$ cat src/rtl/adld_pkg.sv
// Shared constants and FSM encoding for the adld sequencing controller.
package adld_pkg;
   localparam int W     = 3;
   localparam int CNT_W = 4;

   typedef enum logic [1:0] {
      IDLE   = 2'd0,
      SETTLE = 2'd1,
      RESP   = 2'd2
   } state_e;

   typedef logic [CNT_W-1:0] cnt_t;
endpackage

$ cat src/rtl/adld_seq_ctrl_if.sv
// Requester, datapath and response signals of adld_seq_ctrl; slave is the controller side.
interface adld_seq_ctrl_if #(parameter int W = adld_pkg::W);
   logic         req0_valid, req1_valid;
   logic [W-1:0] req0_a, req0_b, req1_a, req1_b;
   logic         req0_ready, req1_ready;
   logic [W-1:0] dp_a_late, dp_b, dp_out;
   logic         resp_valid, resp_id, resp_ready, busy;
   logic [W-1:0] resp_data;

   modport slave (
      input  req0_valid, req0_a, req0_b, req1_valid, req1_a, req1_b, dp_out, resp_ready,
      output req0_ready, req1_ready, dp_a_late, dp_b, resp_valid, resp_id, resp_data, busy
   );

   modport master (
      output req0_valid, req0_a, req0_b, req1_valid, req1_a, req1_b, dp_out, resp_ready,
      input  req0_ready, req1_ready, dp_a_late, dp_b, resp_valid, resp_id, resp_data, busy
   );
endinterface

$ cat src/rtl/adld_rr_arb2.sv
// Two-input round-robin arbiter: combinational grant, pointer moves only on accept.
module adld_rr_arb2 (
   input  logic       clk,
   input  logic       rst_n,
   input  logic [1:0] req_vld,
   input  logic       accept,
   output logic [1:0] grant,
   output logic       grant_id
);
   logic last_q;

   // A lone requester always wins; on contention the one not served last wins.
   always_comb begin
      grant[0] = req_vld[0] & (~req_vld[1] | last_q);
      grant[1] = req_vld[1] & (~req_vld[0] | ~last_q);
      grant_id = grant[1];
   end

   always_ff @(posedge clk or negedge rst_n) begin
      if (!rst_n)      last_q <= 1'b1;
      else if (accept) last_q <= grant_id;
   end
endmodule

$ cat src/rtl/adld_seq_ctrl.sv
// Arbitrates two requesters onto the shared late-arrival datapath, waits the
// settle time, captures dp_out and returns it with the requester id.
module adld_seq_ctrl #(
   parameter int W          = adld_pkg::W,
   parameter int SETTLE_CYC = 2
) (
   input logic           clk,
   input logic           rst_n,
   adld_seq_ctrl_if.slave bus
);
   import adld_pkg::*;

   localparam cnt_t CNT_LOAD = cnt_t'(SETTLE_CYC - 1);

   state_e       state, state_nxt;
   cnt_t         cnt_q;
   logic [1:0]   req_vld, grant;
   logic         grant_id, accept, idle;
   logic [W-1:0] dp_a_q, dp_b_q, resp_data_q;
   logic         resp_id_q, resp_valid_q;

   assign req_vld = {bus.req1_valid, bus.req0_valid};
   assign idle    = (state == IDLE);
   assign accept  = idle & (|grant);

   adld_rr_arb2 u_arb (
      .clk      (clk),
      .rst_n    (rst_n),
      .req_vld  (req_vld),
      .accept   (accept),
      .grant    (grant),
      .grant_id (grant_id)
   );

   always_ff @(posedge clk or negedge rst_n) begin
      if (!rst_n) state <= IDLE;
      else        state <= state_nxt;
   end

   // RESP always returns to IDLE; a new grant is only evaluated the cycle after.
   always_comb begin
      state_nxt = state;
      case (state)
         IDLE:    if (accept) state_nxt = SETTLE;
         SETTLE:  if (cnt_q == '0) state_nxt = RESP;
         RESP:    if (bus.resp_ready) state_nxt = IDLE;
         default: state_nxt = IDLE;
      endcase
   end

   always_comb begin
      bus.req0_ready = idle & grant[0];
      bus.req1_ready = idle & grant[1];
      bus.busy       = ~idle;
   end

   always_ff @(posedge clk or negedge rst_n) begin
      if (!rst_n) begin
         cnt_q        <= '0;
         dp_a_q       <= '0;
         dp_b_q       <= '0;
         resp_id_q    <= 1'b0;
         resp_data_q  <= '0;
         resp_valid_q <= 1'b0;
      end else begin
         if (accept) begin
            dp_a_q    <= grant_id ? bus.req1_a : bus.req0_a;
            dp_b_q    <= grant_id ? bus.req1_b : bus.req0_b;
            resp_id_q <= grant_id;
            cnt_q     <= CNT_LOAD;
         end
         if (state == SETTLE) begin
            if (cnt_q == '0) begin
               resp_data_q  <= bus.dp_out;
               resp_valid_q <= 1'b1;
            end else begin
               cnt_q <= cnt_q - 1'b1;
            end
         end
         if (state == RESP && bus.resp_ready) resp_valid_q <= 1'b0;
      end
   end

   assign bus.dp_a_late  = dp_a_q;
   assign bus.dp_b       = dp_b_q;
   assign bus.resp_id    = resp_id_q;
   assign bus.resp_data  = resp_data_q;
   assign bus.resp_valid = resp_valid_q;
endmodule
$ cat src/flat_wrapper.sv
// flat-port wrapper written by rule: the top's interface ports become plain ports
module adld_seq_ctrl_flat import adld_pkg::*;
#(
   parameter int W          = adld_pkg::W,
   parameter int SETTLE_CYC = 2
)
  (clk, rst_n, bus_req0_valid, bus_req0_a, bus_req0_b, bus_req1_valid, bus_req1_a, bus_req1_b, bus_dp_out, bus_resp_ready, bus_req0_ready, bus_req1_ready, bus_dp_a_late, bus_dp_b, bus_resp_valid, bus_resp_id, bus_resp_data, bus_busy);
  adld_seq_ctrl_if #(.W(W)) bus_i ();
  input logic clk;
  input logic rst_n;
  input wire logic [$bits(bus_i.req0_valid)-1:0] bus_req0_valid;
  input wire logic [$bits(bus_i.req0_a)-1:0] bus_req0_a;
  input wire logic [$bits(bus_i.req0_b)-1:0] bus_req0_b;
  input wire logic [$bits(bus_i.req1_valid)-1:0] bus_req1_valid;
  input wire logic [$bits(bus_i.req1_a)-1:0] bus_req1_a;
  input wire logic [$bits(bus_i.req1_b)-1:0] bus_req1_b;
  input wire logic [$bits(bus_i.dp_out)-1:0] bus_dp_out;
  input wire logic [$bits(bus_i.resp_ready)-1:0] bus_resp_ready;
  output wire logic [$bits(bus_i.req0_ready)-1:0] bus_req0_ready;
  output wire logic [$bits(bus_i.req1_ready)-1:0] bus_req1_ready;
  output wire logic [$bits(bus_i.dp_a_late)-1:0] bus_dp_a_late;
  output wire logic [$bits(bus_i.dp_b)-1:0] bus_dp_b;
  output wire logic [$bits(bus_i.resp_valid)-1:0] bus_resp_valid;
  output wire logic [$bits(bus_i.resp_id)-1:0] bus_resp_id;
  output wire logic [$bits(bus_i.resp_data)-1:0] bus_resp_data;
  output wire logic [$bits(bus_i.busy)-1:0] bus_busy;
  assign bus_i.req0_valid = bus_req0_valid;
  assign bus_i.req0_a = bus_req0_a;
  assign bus_i.req0_b = bus_req0_b;
  assign bus_i.req1_valid = bus_req1_valid;
  assign bus_i.req1_a = bus_req1_a;
  assign bus_i.req1_b = bus_req1_b;
  assign bus_i.dp_out = bus_dp_out;
  assign bus_i.resp_ready = bus_resp_ready;
  assign bus_req0_ready = bus_i.req0_ready;
  assign bus_req1_ready = bus_i.req1_ready;
  assign bus_dp_a_late = bus_i.dp_a_late;
  assign bus_dp_b = bus_i.dp_b;
  assign bus_resp_valid = bus_i.resp_valid;
  assign bus_resp_id = bus_i.resp_id;
  assign bus_resp_data = bus_i.resp_data;
  assign bus_busy = bus_i.busy;
  adld_seq_ctrl #(.W(W), .SETTLE_CYC(SETTLE_CYC)) u_core (.clk(clk), .rst_n(rst_n), .bus(bus_i));
endmodule
$ cat config.mk
export PLATFORM = sky130hd
export DESIGN_NAME = adld_seq_ctrl_flat
export DESIGN_NICKNAME = d
export VERILOG_FILES = /design/src/rtl/adld_pkg.sv /design/src/rtl/adld_seq_ctrl_if.sv /design/src/rtl/adld_rr_arb2.sv /design/src/rtl/adld_seq_ctrl.sv /design/src/flat_wrapper.sv
export SDC_FILE = /design/constraint.sdc
export NUM_CORES = 1
export LEC_CHECK = 0
export CORE_ASPECT_RATIO = 1.4
export CORE_MARGIN = 5
export CORE_UTILIZATION = 39
export CTS_CLUSTER_SIZE = 40
export DETAILED_ROUTE_END_ITERATION = 6
export GPL_TIMING_DRIVEN = 0
export MAX_ROUTING_LAYER = met4
export PLACE_DENSITY = 0.73
export SETUP_SLACK_MARGIN = 0.15
export SYNTH_ARGS = -nofsm -noshare
export SYNTH_HDL_FRONTEND = slang
export SYNTH_SLANG_ARGS = --single-unit
$ cat constraint.sdc
create_clock -name clk -period 4.2 [get_ports clk]
set_clock_uncertainty 0.05 [all_clocks]
set_input_delay 1.05 -clock clk [delete_from_list [all_inputs] [get_ports clk]]
set_output_delay 1.05 -clock clk [all_outputs]
set_load 0.005 [all_outputs]
==> results of run 1 <==
-- power groups by stage --
stage / clock [mW] / combinational (mW) / sequential, mW
2_1_floorplan: 0 / 0.261 / 0.314
3_3_place_gp: 0 / 0.453 / 0.311
3_5_place_dp: 0 / 0.463 / 0.316
4_1_cts: 0.0907 / 0.464 / 0.313
5_1_grt: 0.101 / 0.508 / 0.323
6_report: 0.0892 / 0.455 / 0.312
-- worst max-delay path by stage --
stage,to,slack (ns),depth (start not counted)
after floorplan,bus_req1_ready,1.50,2
after global placement,bus_req1_ready,0.35,4
after detailed placement,bus_req1_ready,0.38,4
after CTS,bus_req1_ready,0.37,4
after global routing,bus_req1_ready,0.32,4
final,bus_req1_ready,0.39,4
-- worst max-delay path, cell delays in order --
cell,delay (ns)
clkdlybuf4s50_1,0.52
a21boi_2,0.44
and2_2,0.22
clkdlybuf4s50_1,0.49
-- registers in the layout, summed over array words and instances (netlist names) --
name	count
u_core.bus.dp_a_late	3
u_core.bus.resp_data	3
u_core.bus.resp_id	1
u_core.state	2
u_core.cnt_q	4
u_core.u_arb.last_q	1
u_core.bus.resp_valid	1
u_core.bus.dp_b	3
-- stage by stage --
stage               power [mW]  cells
finish                   0.857    142
floorplan                0.575     83
global route             0.932    142
global placement         0.764    138
CTS                      0.868    142
detailed placement       0.779    138
-- cell families after synthesis --
logic type                 share of synthesized area (%)
AOI/OAI and AO/OA                                   15.3
adders and majority gates                           1.41
buffers and inverters                               4.66
DFF                                                 51.0
muxes                                               13.0
and+or+nand+nor                                     14.7
-- per-layer routing --
layer / routed length (µm) / share of wire [%] / global-route usage, %
met3: 94 / 4.8 / 1.81
met4: 35 / 1.8 / 5.90
met5: 0 / 0 / -
met2: 1070 / 55 / 23.1
met1: 756 / 39 / 13.3
-- cells in the mapped netlist --
cell type	count	share of area, %
or2_1	1	0.71
inv_1	4	1.7
and3_1	1	0.71
buf_6	1	1.3
nand2_1	6	2.5
nor3b_2	1	1.4
dfstp_2	1	3.0
nor2_1	3	1.3
mux2_2	4	5.1
nand2b_1	2	1.4
a21boi_2	1	1.3
a21oi_1	16	9.0
and2_4	1	0.99
nor3_1	3	1.7
or2b_1	1	0.85
a31o_1	1	0.99
o22ai_2	1	1.4
a31oi_1	1	0.71
dfrtp_1	17	48
nand2b_4	1	1.6
mux2i_1	7	7.9
ha_1	1	1.4
o22ai_1	1	0.71
o21ai_0	2	1.1
buf_2	3	1.7
or2_0	1	0.71
and2_2	1	0.85
-- cell type report --
type | count | area [µm²]
flip-flops and latches | 18 | 452
fillers | 189 | 907
well taps | 22 | 27.5
multi-input cells | 57 | 393
clock buffers | 4 | 26.3
plain buffers | 4 | 26.3
repair buffers | 33 | 330
inverters | 4 | 15.0
==> run metrics, run 1 <==
P_leak 0.540 nW; worst slack, placed 0.376 ns; Worst Slack Setup Final 0.388 ns; I/O pin count 34; Worst Setup SP bus_req1_valid; most frequent cells in the layout clkdlybuf4s50_1, dfrtp_1, a21oi_1; CTS tree done; Starting Density 40.7%; Worst VDD drop 0.345 mV; Clk pwr share 10.4%; gr usage total 12.8%; dpl hpwl 1.49 mm; CP required 3.10 ns; FF-to-FF setup slack 2.58 ns; combinational power share 53.1%; post-cts sizing count 0; cell depth of the worst flop-to-flop path 5; Iteration-0 DRC Markers 10; worst r2r src u_core.cnt_q[0]$_DFF_PN0_; clk root buf clkbuf_4; Synth Register Bits 18; global-route wire length before repair 3.25 mm; crit path launch type input pin; Worst Hold End u_core.bus.resp_id$_DFFE_PN0P_; layout cells sized above 1 15.0%; largest net degree at the start of global routing 19; endpoints failing setup 0; setup tns final 0 ns; Ant. Diodes 0; Pwr per Cell Area 675 nW/µm²; cell area after layout 1270 µm²; Synth cell types 27; port bufs 33; H-tree Lvls 1; Slew Limit Fails 0; syn_area_per_cell 10.7 µm²; status completed; commonest non-fill, non-tap cell in the layout clkdlybuf4s50_1; Vias 730; Max Cap Violations 0; clock slew at reported path FFs 0.09 ns; sequential share of power 36.5%; net switching power 295 µW; Placeable Area 2180 µm²; CP Capture Type output pin; die width 50.3 µm; Tcrit/Tclk final 90.8%; Post-Route Utilization 58.3%; Die Y-Extent 66.4 µm; WHS Path Cells 2; RePlAce Congestion 0.722; Crit Reg-Reg Endpoint u_core.bus.resp_data[0]$_DFFE_PN0P_; vias per cell 5.14; crit path DAT 2.71 ns; hold_sp u_core.bus.resp_id$_DFFE_PN0P_; grt ovf 0; RSZ-0062 raised after global routing no; critical path peak fanout 7; Placed Area 1240 µm²; Peak Freq 0.262 GHz; Pre-antenna DRT Iters 4; fin crit period 3.81 ns; worst min-delay path class flop to flop; setup repair bufs after CTS 0; wire per inst 13.8 µm; Residual DRC 0; Num CTS Buffers 3; Clock Tree Buf Depth 2; Seq/Total Area, Yosys 51.0%; Final Hold Viols 0; Syn Nets 104; clk_lat worst skew 0.29 ns; Layout Area Growth over Synthesis 43.4%; hold bufs inserted after CTS 0; initial antenna violation count 0; internal power 562 µW; fin nets 142; hold slack 0.460 ns; YS warnings 0; Sw Share 34.4%; Post-Syn Area 886 µm²; Tightest Pin Transition 0.808 ns; row count 20; vias in the first global route 766; die area 3340 µm²; Gate Count Post-Synth 83; worst relative slew slack 45.9%; clk sinks 18; Setup Crit Path Kind input pin to output pin; WL final 1.96 mm; Final ANT Viol Nets 0
No activity file was read; power rests on OpenSTA's default activity.
==> run 2, diff against run 1 <==
--- a/config.mk
+++ b/config.mk
@@ -5,6 +5,7 @@
 export SDC_FILE = /design/constraint.sdc
 export NUM_CORES = 1
 export LEC_CHECK = 0
+export ABC_CLOCK_PERIOD_IN_PS = 4200
 export CORE_ASPECT_RATIO = 1.4
 export CORE_MARGIN = 5
 export CORE_UTILIZATION = 39
==> results of run 2 <==
Same layout as run 1: the final DEF is identical, and so are final timing and power.
==> run 3, diff against run 2 <==
--- a/config.mk
+++ b/config.mk
@@ -5,15 +5,14 @@
 export SDC_FILE = /design/constraint.sdc
 export NUM_CORES = 1
 export LEC_CHECK = 0
-export ABC_CLOCK_PERIOD_IN_PS = 4200
+export ABC_CLOCK_PERIOD_IN_PS = 3780
 export CORE_ASPECT_RATIO = 1.4
-export CORE_MARGIN = 5
-export CORE_UTILIZATION = 39
+export CORE_UTILIZATION = 42
 export CTS_CLUSTER_SIZE = 40
 export DETAILED_ROUTE_END_ITERATION = 6
 export GPL_TIMING_DRIVEN = 0
 export MAX_ROUTING_LAYER = met4
-export PLACE_DENSITY = 0.73
+export PLACE_DENSITY = 0.78
 export SETUP_SLACK_MARGIN = 0.15
 export SYNTH_ARGS = -nofsm -noshare
 export SYNTH_HDL_FRONTEND = slang
==> constraint.sdc (replaced) <==
create_clock -name clk -period 3.78 [get_ports clk]
set_clock_uncertainty 0.05 [all_clocks]
set_input_delay 0.945 -clock clk [delete_from_list [all_inputs] [get_ports clk]]
set_output_delay 0.945 -clock clk [all_outputs]
set_load 0.005 [all_outputs]
==> run metrics, run 3 (synthesis gave the netlist of run 1 again) <==
CP required 2.78 ns (was 3.10 ns); Clk pwr share 12.1% (was 10.4%); status completed (unchanged); fin crit period 3.51 ns; port bufs 33 (unchanged); clk root buf clkbuf_4 (unchanged); Max Cap Violations 0 (unchanged); net switching power 345 µW (was 295 µW); Tightest Pin Transition 0.819 ns (was 0.808 ns); Post-Route Utilization 65.2% (was 58.3%); clock slew at reported path FFs 0.10 ns (was 0.09 ns); Clock Tree Buf Depth 2 (unchanged); hold bufs inserted after CTS 0 (unchanged); row count 19 (was 20); grt ovf 0 (unchanged); WL final 1.97 mm (was 1.96 mm); worst relative slew slack 45.2% (was 45.9%); RSZ-0062 raised after global routing no (unchanged); initial antenna violation count 0 (unchanged); Vias 751 (was 730); vias per cell 5.33 (was 5.14); Final ANT Viol Nets 0 (unchanged); crit path DAT 2.51 ns (was 2.71 ns); endpoints failing setup 0 (unchanged); RePlAce Congestion 0.773 (was 0.722); die width 40.8 µm (was 50.3 µm); Pwr per Cell Area 769 nW/µm² (was 675 nW/µm²); Reg with most FFs u_core.cnt_q (unchanged); cell depth of the worst flop-to-flop path 5 (unchanged); I/O pin count 34 (unchanged); wire per inst 14.0 µm (was 13.8 µm); Ant. Diodes 0 (unchanged); combinational power share 52.6% (was 53.1%); crit path launch type input pin (unchanged); dpl hpwl 1.42 mm (was 1.49 mm); Pre-antenna DRT Iters 4 (unchanged); critical path peak fanout 7 (unchanged); global-route wire length before repair 3.25 mm (unchanged); Residual DRC 0 (unchanged); Worst Hold End u_core.bus.resp_id$_DFFE_PN0P_ (unchanged); Crit Reg-Reg Endpoint u_core.bus.resp_data[1]$_DFFE_PN0P_ (was u_core.bus.resp_data[0]$_DFFE_PN0P_); most frequent cells in the layout clkdlybuf4s50_1, dfrtp_1, a21oi_1 (unchanged); Starting Density 44.9% (was 40.7%); sequential share of power 35.3% (was 36.5%); commonest non-fill, non-tap cell in the layout clkdlybuf4s50_1 (unchanged); Tcrit/Tclk final 92.8%; clk sinks 18 (unchanged); Layout Area Growth over Synthesis 45.2% (was 43.4%); largest net degree at the start of global routing 19 (unchanged); clk_lat worst skew 0.30 ns (was 0.29 ns); Placeable Area 1970 µm² (was 2180 µm²); worst min-delay path class flop to flop (unchanged); Largest register FFs 4 (unchanged); WHS Path Cells 2 (unchanged); Peak Freq 0.285 GHz; Sw Share 34.9% (was 34.4%); Num CTS Buffers 3 (unchanged); CTS tree done (unchanged); Iteration-0 DRC Markers 19 (was 10); CP Capture Type output pin (unchanged); Final Hold Viols 0 (unchanged); Slew Limit Fails 0 (unchanged); gr usage total 21.2% (was 12.8%); fin cells 141 (was 142); hold_sp u_core.bus.resp_id$_DFFE_PN0P_ (unchanged); H-tree Lvls 1 (unchanged); FF-to-FF setup slack 2.14 ns (was 2.58 ns); internal power 644 µW (was 562 µW); worst r2r src u_core.cnt_q[0]$_DFF_PN0_ (unchanged); layout cells sized above 1 15.8% (was 15.0%); fin nets 142 (unchanged); die area 2300 µm² (was 3340 µm²); placed cell count 137 (was 138); Worst VDD drop 0.485 mV (was 0.345 mV); setup tns final 0 ns (unchanged); P_leak 0.551 nW (was 0.540 nW); vias in the first global route 763 (was 766); Die Y-Extent 56.3 µm (was 66.4 µm); Setup Crit Path Kind input pin to output pin (unchanged)
-- run 3: cell count changes in the layout (fill, tap and decap cells not counted) --
| cell | delta |
|---|---|
| a21boi_2 | -1 |
| a21boi_4 | +1 |
| clkbuf_1 | -1 |
| clkbuf_8 | +1 |
-- run 3: how the worst max path moves through the flow --
stage / cells after the start / endpoint / from / slack, ns
4_1_cts: 4 / bus_req1_ready / bus_req1_valid / 0.26
3_5_place_dp: 4 / bus_req1_ready / bus_req1_valid / 0.14
6_report: 4 / bus_req1_ready / bus_req1_valid / 0.27
2_1_floorplan: 2 / bus_req1_ready / bus_req1_valid / 1.29
5_1_grt: 4 / bus_req1_ready / bus_req1_valid / 0.21
3_3_place_gp: 4 / bus_req1_ready / bus_req1_valid / 0.17
-- run 3: what timing repair did --
| item | CTS | global route |
|---|---|---|
| resized for setup | 1 | 0 |
| setup endpoints to repair | 1 | 0 |
| buffers inserted | 0 | 0 |
-- run 3: critical path, cell delays in order --
cell and delay [ns]:
clkdlybuf4s50_1 0.53, a21boi_4 0.35, and2_2 0.19, clkdlybuf4s50_1 0.48
-- run 3: metrics by stage --
stage	area (µm²)	power [mW]	hold slack, ns	worst slack [ns]
2_1_floorplan	886	0.639	0.436	1.29
3_3_place_gp	1240	0.843	0.438	0.168
3_5_place_dp	1240	0.868	0.444	0.143
4_1_cts	1290	0.992	0.470	0.259
5_1_grt	1290	1.07	0.493	0.211
6_report	1290	0.990	0.466	0.272
-- run 3: cell type report --
type | instances | area (µm²)
repair buffers | 33 | 330
fillers | 173 | 687
inverters | 4 | 15.0
clock buffers | 4 | 36.3
well taps | 21 | 26.3
flip-flops and latches | 18 | 452
multi-input cells | 57 | 400
plain buffers | 4 | 26.3
-- run 3: power by group through the flow --
stage	Clock [mW]	Sequential (mW)	Combinational (mW)
6_report	0.120	0.349	0.520
2_1_floorplan	0	0.349	0.290
5_1_grt	0.133	0.362	0.571
3_5_place_dp	0	0.351	0.517
4_1_cts	0.121	0.349	0.522
3_3_place_gp	0	0.345	0.498
-- run 3: metal layers --
layer  global-route usage, %  wire [µm]  vias up
met2                    34.2       1050       16
met1                    22.3        783      364
met4                    11.4         70        0
met5                       -          0        -
met3                    4.74         64        7
li1                        -          -      364
